==> config.mk <==
export PLATFORM = sky130hd
export DESIGN_NAME = reg_file_scoreboard
export DESIGN_NICKNAME = d
export VERILOG_FILES = /design/src/rtl/reg_file_scoreboard_pkg.sv /design/src/rtl/reg_file_scoreboard_sb.sv /design/src/rtl/reg_file_scoreboard.sv
export SDC_FILE = /design/constraint.sdc
export NUM_CORES = 2
export LEC_CHECK = 0
export BUFFER_PORTS_ARGS = -buffer_cell sky130_fd_sc_hd__clkbuf_2
export CAP_MARGIN = 20
export CORE_UTILIZATION = 50
export DETAILED_ROUTE_END_ITERATION = 6
export PLACE_DENSITY = 0.69
export SYNTH_ARGS = -nofsm -noshare
export SYNTH_HDL_FRONTEND = slang
export SYNTH_SLANG_ARGS = --single-unit
export TNS_END_PERCENT = 50
==> constraint.sdc <==
create_clock -name i_clk -period 29.2 [get_ports i_clk]
set_input_delay 1.46 -clock i_clk [delete_from_list [all_inputs] [get_ports i_clk]]
set_output_delay 1.46 -clock i_clk [all_outputs]
set_load 0.02 [all_outputs]
==> src/rtl/reg_file_scoreboard_pkg.sv <==
// Shared constants and helpers for the integer register file and its busy scoreboard.
//   RF_XLEN : data width
//   RF_NREG : number of architectural registers (x0 hardwired to zero)
//   RF_AW   : register address width
package reg_file_scoreboard_pkg;

  localparam int unsigned RF_XLEN = 32;
  localparam int unsigned RF_NREG = 32;
  localparam int unsigned RF_AW   = $clog2(RF_NREG);

  typedef logic [RF_AW-1:0]   rf_addr_t;
  typedef logic [RF_XLEN-1:0] rf_data_t;

  localparam rf_addr_t RF_X0 = '0;

  function automatic logic is_x0(input rf_addr_t a);
    return a == RF_X0;
  endfunction

endpackage

==> src/rtl/reg_file_scoreboard_sb.sv <==
// rf_scoreboard: per-register busy vector tracking pending writes, plus RAW/WAW hazard detection.
//   i_clk, i_rst            clock, async active-high reset
//   i_wb_en, i_wb_rd        write-back port (clears busy)
//   i_rs1_addr, i_rs2_addr  source operands checked for RAW
//   i_issue_en, i_issue_rd  destination claim (sets busy, checked for WAW)
//   o_stall                 hazard, issue not accepted
//   o_busy                  registered busy vector
module rf_scoreboard
  import reg_file_scoreboard_pkg::*;
#(
  parameter int unsigned NREG = RF_NREG,
  parameter int unsigned AW   = RF_AW
) (
  input  logic            i_clk,
  input  logic            i_rst,
  input  logic            i_wb_en,
  input  logic [AW-1:0]   i_wb_rd,
  input  logic [AW-1:0]   i_rs1_addr,
  input  logic [AW-1:0]   i_rs2_addr,
  input  logic            i_issue_en,
  input  logic [AW-1:0]   i_issue_rd,
  output logic            o_stall,
  output logic [NREG-1:0] o_busy
);

  logic [NREG-1:0] r_busy;
  logic [NREG-1:0] w_busy_next;
  logic            w_pend_rs1;
  logic            w_pend_rs2;
  logic            w_pend_rd;
  logic            w_issue_ok;

  // A register is pending unless it is x0 or being retired this very cycle.
  function automatic logic pend(input logic [AW-1:0] r, input logic [NREG-1:0] busy,
                                input logic wb_en, input logic [AW-1:0] wb_rd);
    return (r != '0) && busy[r] && !(wb_en && (wb_rd == r));
  endfunction

  always_comb begin
    w_pend_rs1 = pend(i_rs1_addr, r_busy, i_wb_en, i_wb_rd);
    w_pend_rs2 = pend(i_rs2_addr, r_busy, i_wb_en, i_wb_rd);
    w_pend_rd  = pend(i_issue_rd, r_busy, i_wb_en, i_wb_rd);
    o_stall    = w_pend_rs1 | w_pend_rs2 | (i_issue_en & w_pend_rd);
    w_issue_ok = i_issue_en && !o_stall && (i_issue_rd != '0);
  end

  // Clear first, then set: a same-cycle claim on the retiring register keeps it busy.
  always_comb begin
    w_busy_next = r_busy;
    if (i_wb_en && (i_wb_rd != '0)) w_busy_next[i_wb_rd] = 1'b0;
    if (w_issue_ok)                 w_busy_next[i_issue_rd] = 1'b1;
  end

  always_ff @(posedge i_clk or posedge i_rst) begin
    if (i_rst) r_busy <= '0;
    else       r_busy <= w_busy_next;
  end

  assign o_busy = r_busy;

endmodule

==> src/rtl/reg_file_scoreboard.sv <==
// reg_file_scoreboard: architectural integer register file with write-first bypass and a
// busy scoreboard that stalls decode on RAW/WAW hazards until write-back retires.
//   i_clk, i_rst                      clock, async active-high reset
//   i_wb_en, i_wb_rd, i_wb_data       write-back write port
//   i_rs1_addr/o_rs1_data             source 1 read (combinational, bypassed)
//   i_rs2_addr/o_rs2_data             source 2 read (combinational, bypassed)
//   i_issue_en, i_issue_rd            destination claim at issue
//   o_stall                           hazard, hold decode
//   o_busy                            registered scoreboard vector
module reg_file_scoreboard
  import reg_file_scoreboard_pkg::*;
#(
  parameter int unsigned XLEN = RF_XLEN,
  parameter int unsigned NREG = RF_NREG,
  parameter int unsigned AW   = RF_AW
) (
  input  logic            i_clk,
  input  logic            i_rst,
  input  logic            i_wb_en,
  input  logic [AW-1:0]   i_wb_rd,
  input  logic [XLEN-1:0] i_wb_data,
  input  logic [AW-1:0]   i_rs1_addr,
  input  logic [AW-1:0]   i_rs2_addr,
  output logic [XLEN-1:0] o_rs1_data,
  output logic [XLEN-1:0] o_rs2_data,
  input  logic            i_issue_en,
  input  logic [AW-1:0]   i_issue_rd,
  output logic            o_stall,
  output logic [NREG-1:0] o_busy
);

  logic [XLEN-1:0] r_regs [NREG];
  logic            w_wr;
  logic            w_byp_en;

  assign w_wr = i_wb_en && (i_wb_rd != '0);
  // Reads must show zero while reset is held, so the bypass is masked too.
  assign w_byp_en = i_wb_en && !i_rst;

  always_ff @(posedge i_clk or posedge i_rst) begin
    if (i_rst) begin
      for (int unsigned i = 0; i < NREG; i++) r_regs[i] <= '0;
    end else if (w_wr) begin
      r_regs[i_wb_rd] <= i_wb_data;
    end
  end

  always_comb begin
    o_rs1_data = '0;
    if (i_rs1_addr != '0) begin
      if (w_byp_en && (i_wb_rd == i_rs1_addr)) o_rs1_data = i_wb_data;
      else                                     o_rs1_data = r_regs[i_rs1_addr];
    end
  end

  always_comb begin
    o_rs2_data = '0;
    if (i_rs2_addr != '0) begin
      if (w_byp_en && (i_wb_rd == i_rs2_addr)) o_rs2_data = i_wb_data;
      else                                     o_rs2_data = r_regs[i_rs2_addr];
    end
  end

  rf_scoreboard #(
    .NREG (NREG),
    .AW   (AW)
  ) u_sb (
    .i_clk      (i_clk),
    .i_rst      (i_rst),
    .i_wb_en    (i_wb_en),
    .i_wb_rd    (i_wb_rd),
    .i_rs1_addr (i_rs1_addr),
    .i_rs2_addr (i_rs2_addr),
    .i_issue_en (i_issue_en),
    .i_issue_rd (i_issue_rd),
    .o_stall    (o_stall),
    .o_busy     (o_busy)
  );

endmodule

==> summary.md <==
| Metric | Value |
|---|---|
| Status | finished, final reports clean |
| Number of synthesis warnings | 0 |
| WP data arrival | 5.66 ns |
| Setup CP Type | input port to output port |
| HP Start | r_regs[992] |
| Post-cts hold buffer count | 0 |
| Area contributors post-synth | dfrtp_1 46%, mux4_2 25%, mux2_2 20%, mux2i_1 1.6%, clkbuf_1 1.5% |
| Syn Area/Cell | 15.7 µm² |
| Post-Synth Adder-Cell Area | 0 |
| CTS tree | yes |
| Congestion Overflow GR | 0 |
| Nets | 3610 |
| Post-synth EDFFs | 0 |
| Hold WC Path Type | flop to flop |
| Fraction of layout cells with a size suffix above 1 | 0.574 |
| F_max | 141 MHz |
| CP Max Fanout | 106 |
| Row cnt | 124 |
| Worst-Skew Late Latency | 0.71 ns |
| Sequential fraction of the synthesis area | 0.459 |
| RSZ-0062 raised after global routing | false |
| DIE WIDTH | 341 µm |
| CP Launch Type | input port |
| First-pass GRT wire length | 250000 µm |
| Dpl hpwl | 85700 µm |
| GR peak layer | met2 |
| Post-CTS Setup Bufs | 0 |
| Bufs on Longest Clock Path | 3 |
| Wire per inst | 32.2 µm |
| Worst hold path cell count | 0 |
| Worst Hold End | r_regs[992] |
| Min Hold Slack | 0.395 ns |
| Effective utilization at floorplan | 0.504 |
| Placed instance area | 59000 µm² |
| Minimum clock period | 7.12 ns |
| Worst R2R Path Depth | 7 |
| Syn nets | 3719 |
| Yosys top cell by area | dfrtp_1 |
| Setup TNS | 0 ns |
| Root Buffer | clkbuf_16 |
| CTS sink count | 1056 |
| Met1 Use GR | 0.420 |
| Antenna violations before repair | 1 |
| Peak supply drop | 0.0530 mV |
| Max Slew Vio Count | 0 |
| Final Hold Fails | 0 |
| Slew @ Worst Pin | 1.15 ns |
| Post-Synthesis Cells | 3663 |
| Main synth FF type | dfrtp_1 |
| Die area | 116000 µm² |
| CP required | 27.74 ns |
| Remaining DRCs | 0 |
| Worst R2R Setup Slack | 26.69 ns |
| Most common cell in the netlist | dfrtp_1 |
| CP cell instances | buf_8 -> buf_12 -> buf_4 -> mux4_2 -> mux4_2 -> a211oi_1 -> nor3_1 -> clkbuf_2 |
| MaxCap Viol Count | 0 |
| Number of synthesized register bits | 1056 |
| Core area | 114000 µm² |
| Async SR Flop Fraction | 1.00 |
| Synth Area in Compound Gates | 0.0190 |
| P_leak | 27.0 nW |
| GPL Wtd Cong | 0.797 |
| Final period util | 0.244 |
| Ant. Diodes | 0 |
| Slowest stage delay, CP | 0.84 ns |
| Detailed Route WL | 166000 µm |
| Drt pass-1 iters | 7 |
| Met3 Use GR | 0.0437 |
| CTS H-tree depth | 3 |
| Resize count post-CTS | 0 |
| Vias in the first global route | 36265 |
| GR Layer Usage met2 | 0.453 |
| Post-synth cell types | 53 |
| Worst slew margin | 0.234 |
| Pre-CTS WS | 21.97 ns |
| Ports | 153 |
| Pin count of the biggest net entering global routing | 163 |
| Post-synthesis xor/xnor area fraction | 0.00228 |
| Simple-Gate Fraction of Synth Area | 0.0214 |
| Vias post-DR | 35116 |
| Largest family of logic cells by synthesized area | multiplexers |
| CTS Buf Count | 112 |
| DP Cell Count | 4950 |
| Post-synthesis mux area share | 0.463 |
| Clock skew | 0.00509 ns |
| I/O Buffers | 152 |
| Worst Setup End Kind | output port |
| PD cells | 69.5 nW/µm² |
| Mapped Area | 57500 µm² |
| Most frequent CP cell | mux4_2 |
| Worst r2r dst | u_sb.o_busy[25] |
| Filler instances | 9230 |
| 1st-iter DRT viols | 3503 |
| Final setup fails | 0 |
| Vias/cell | 6.82 |
| Fin cells | 5149 |
| Area fraction of the dominant cell type after synthesis | 0.459 |
| GRT Util Overall | 0.291 |
| Final worst slack | 22.08 ns |
| Worst-path clk slew | 0.06 ns |
| Reg2reg start | u_sb.o_busy[17] |
| Highest-delay cell along the critical path | buf_4 |
| Area grow syn2layout | 9.05% |
| Commonest cells post-synth | 1056 x dfrtp_1, 1011 x mux2_2, 633 x mux4_2 |
| Die Ht | 341 µm |
| Final antenna-violating net count | 0 |
| Design Area, Final | 62700 µm² |
worst max path at each step:
stage,start,to,slack (ns)
2_1_floorplan,i_rst,o_rs1_data[14],9.10
6_report,i_rs1_addr[0],o_rs1_data[1],22.08
5_1_grt,i_rs1_addr[0],o_rs1_data[1],21.72
3_3_place_gp,i_rs1_addr[0],o_rs1_data[1],22.00
3_5_place_dp,i_rs1_addr[0],o_rs1_data[1],21.97
4_1_cts,i_rs1_addr[0],o_rs1_data[1],21.96
critical path: cells and delay by family:
family | cells | cell delay (ns)
muxes | 2 | 1.06
and+or+nand+nor | 1 | 0.16
buffers and inverters | 4 | 2.41
AOI/OAI and AO/OA | 1 | 0.49
area by class of cell:
cell class | count | area [µm²] | share of cell area
well taps | 1512 | 1890 | 0.0301
repair buffers | 215 | 1350 | 0.0214
multi-input cells | 2161 | 29300 | 0.467
clock inverters | 34 | 407 | 0.00648
clock buffers | 163 | 3330 | 0.0530
inverters | 8 | 38.8 | 0.000618
flip-flops and latches | 1056 | 26400 | 0.421
registers in the layout, indices dropped and copies added, names as in the netlist:
| signal | count |
|---|---|
| r_regs | 1024 |
| u_sb.o_busy | 32 |
per-stage QoR:
step                      utilization  power (mW)
after CTS                       0.549        4.38
final                           0.550        4.36
after floorplan                     -        2.67
after global placement          0.517        2.88
after global routing            0.550        4.54
after detailed placement        0.517        2.92
report_power, final:
part | switching [mW] | internal (mW)
logic | 0.379 | 0.569
clock network | 0.613 | 0.848
registers | 0.210 | 1.74
cells in the final DEF, fill, tap and decap left out, drive strengths merged, types with 3 or more instances in the layout:
cell type	instances
dfrtp	1056
mux2	1016
mux4	633
clkbuf	305
mux2i	92
nor2	91
buf	73
nand2	71
a211oi	53
nand3	32
o21ai	29
o31ai	29
clkinv	23
nor3	14
xnor2	11
nand4	11
nand3b	9
and3	9
inv	9
o211ai	8
a21oi	7
bufinv	7
nor3b	6
nor2b	5
xor2	4
nand4b	3
clkinvlp	3
o32ai	3
per-layer routing:
metal  up-vias  share of wire
li1      14052              -
met1     19330           0.42
met2      1416           0.47
met3       316          0.068
met4         2          0.036
met5         -       0.000084
logic make-up after synthesis:
kind of cell / Yosys count
simple gates: 263
mux: 1741
buf+inv: 446
flops: 1056
compound gates: 142
xor+xnor: 15
(Power assumes the default switching activity.)
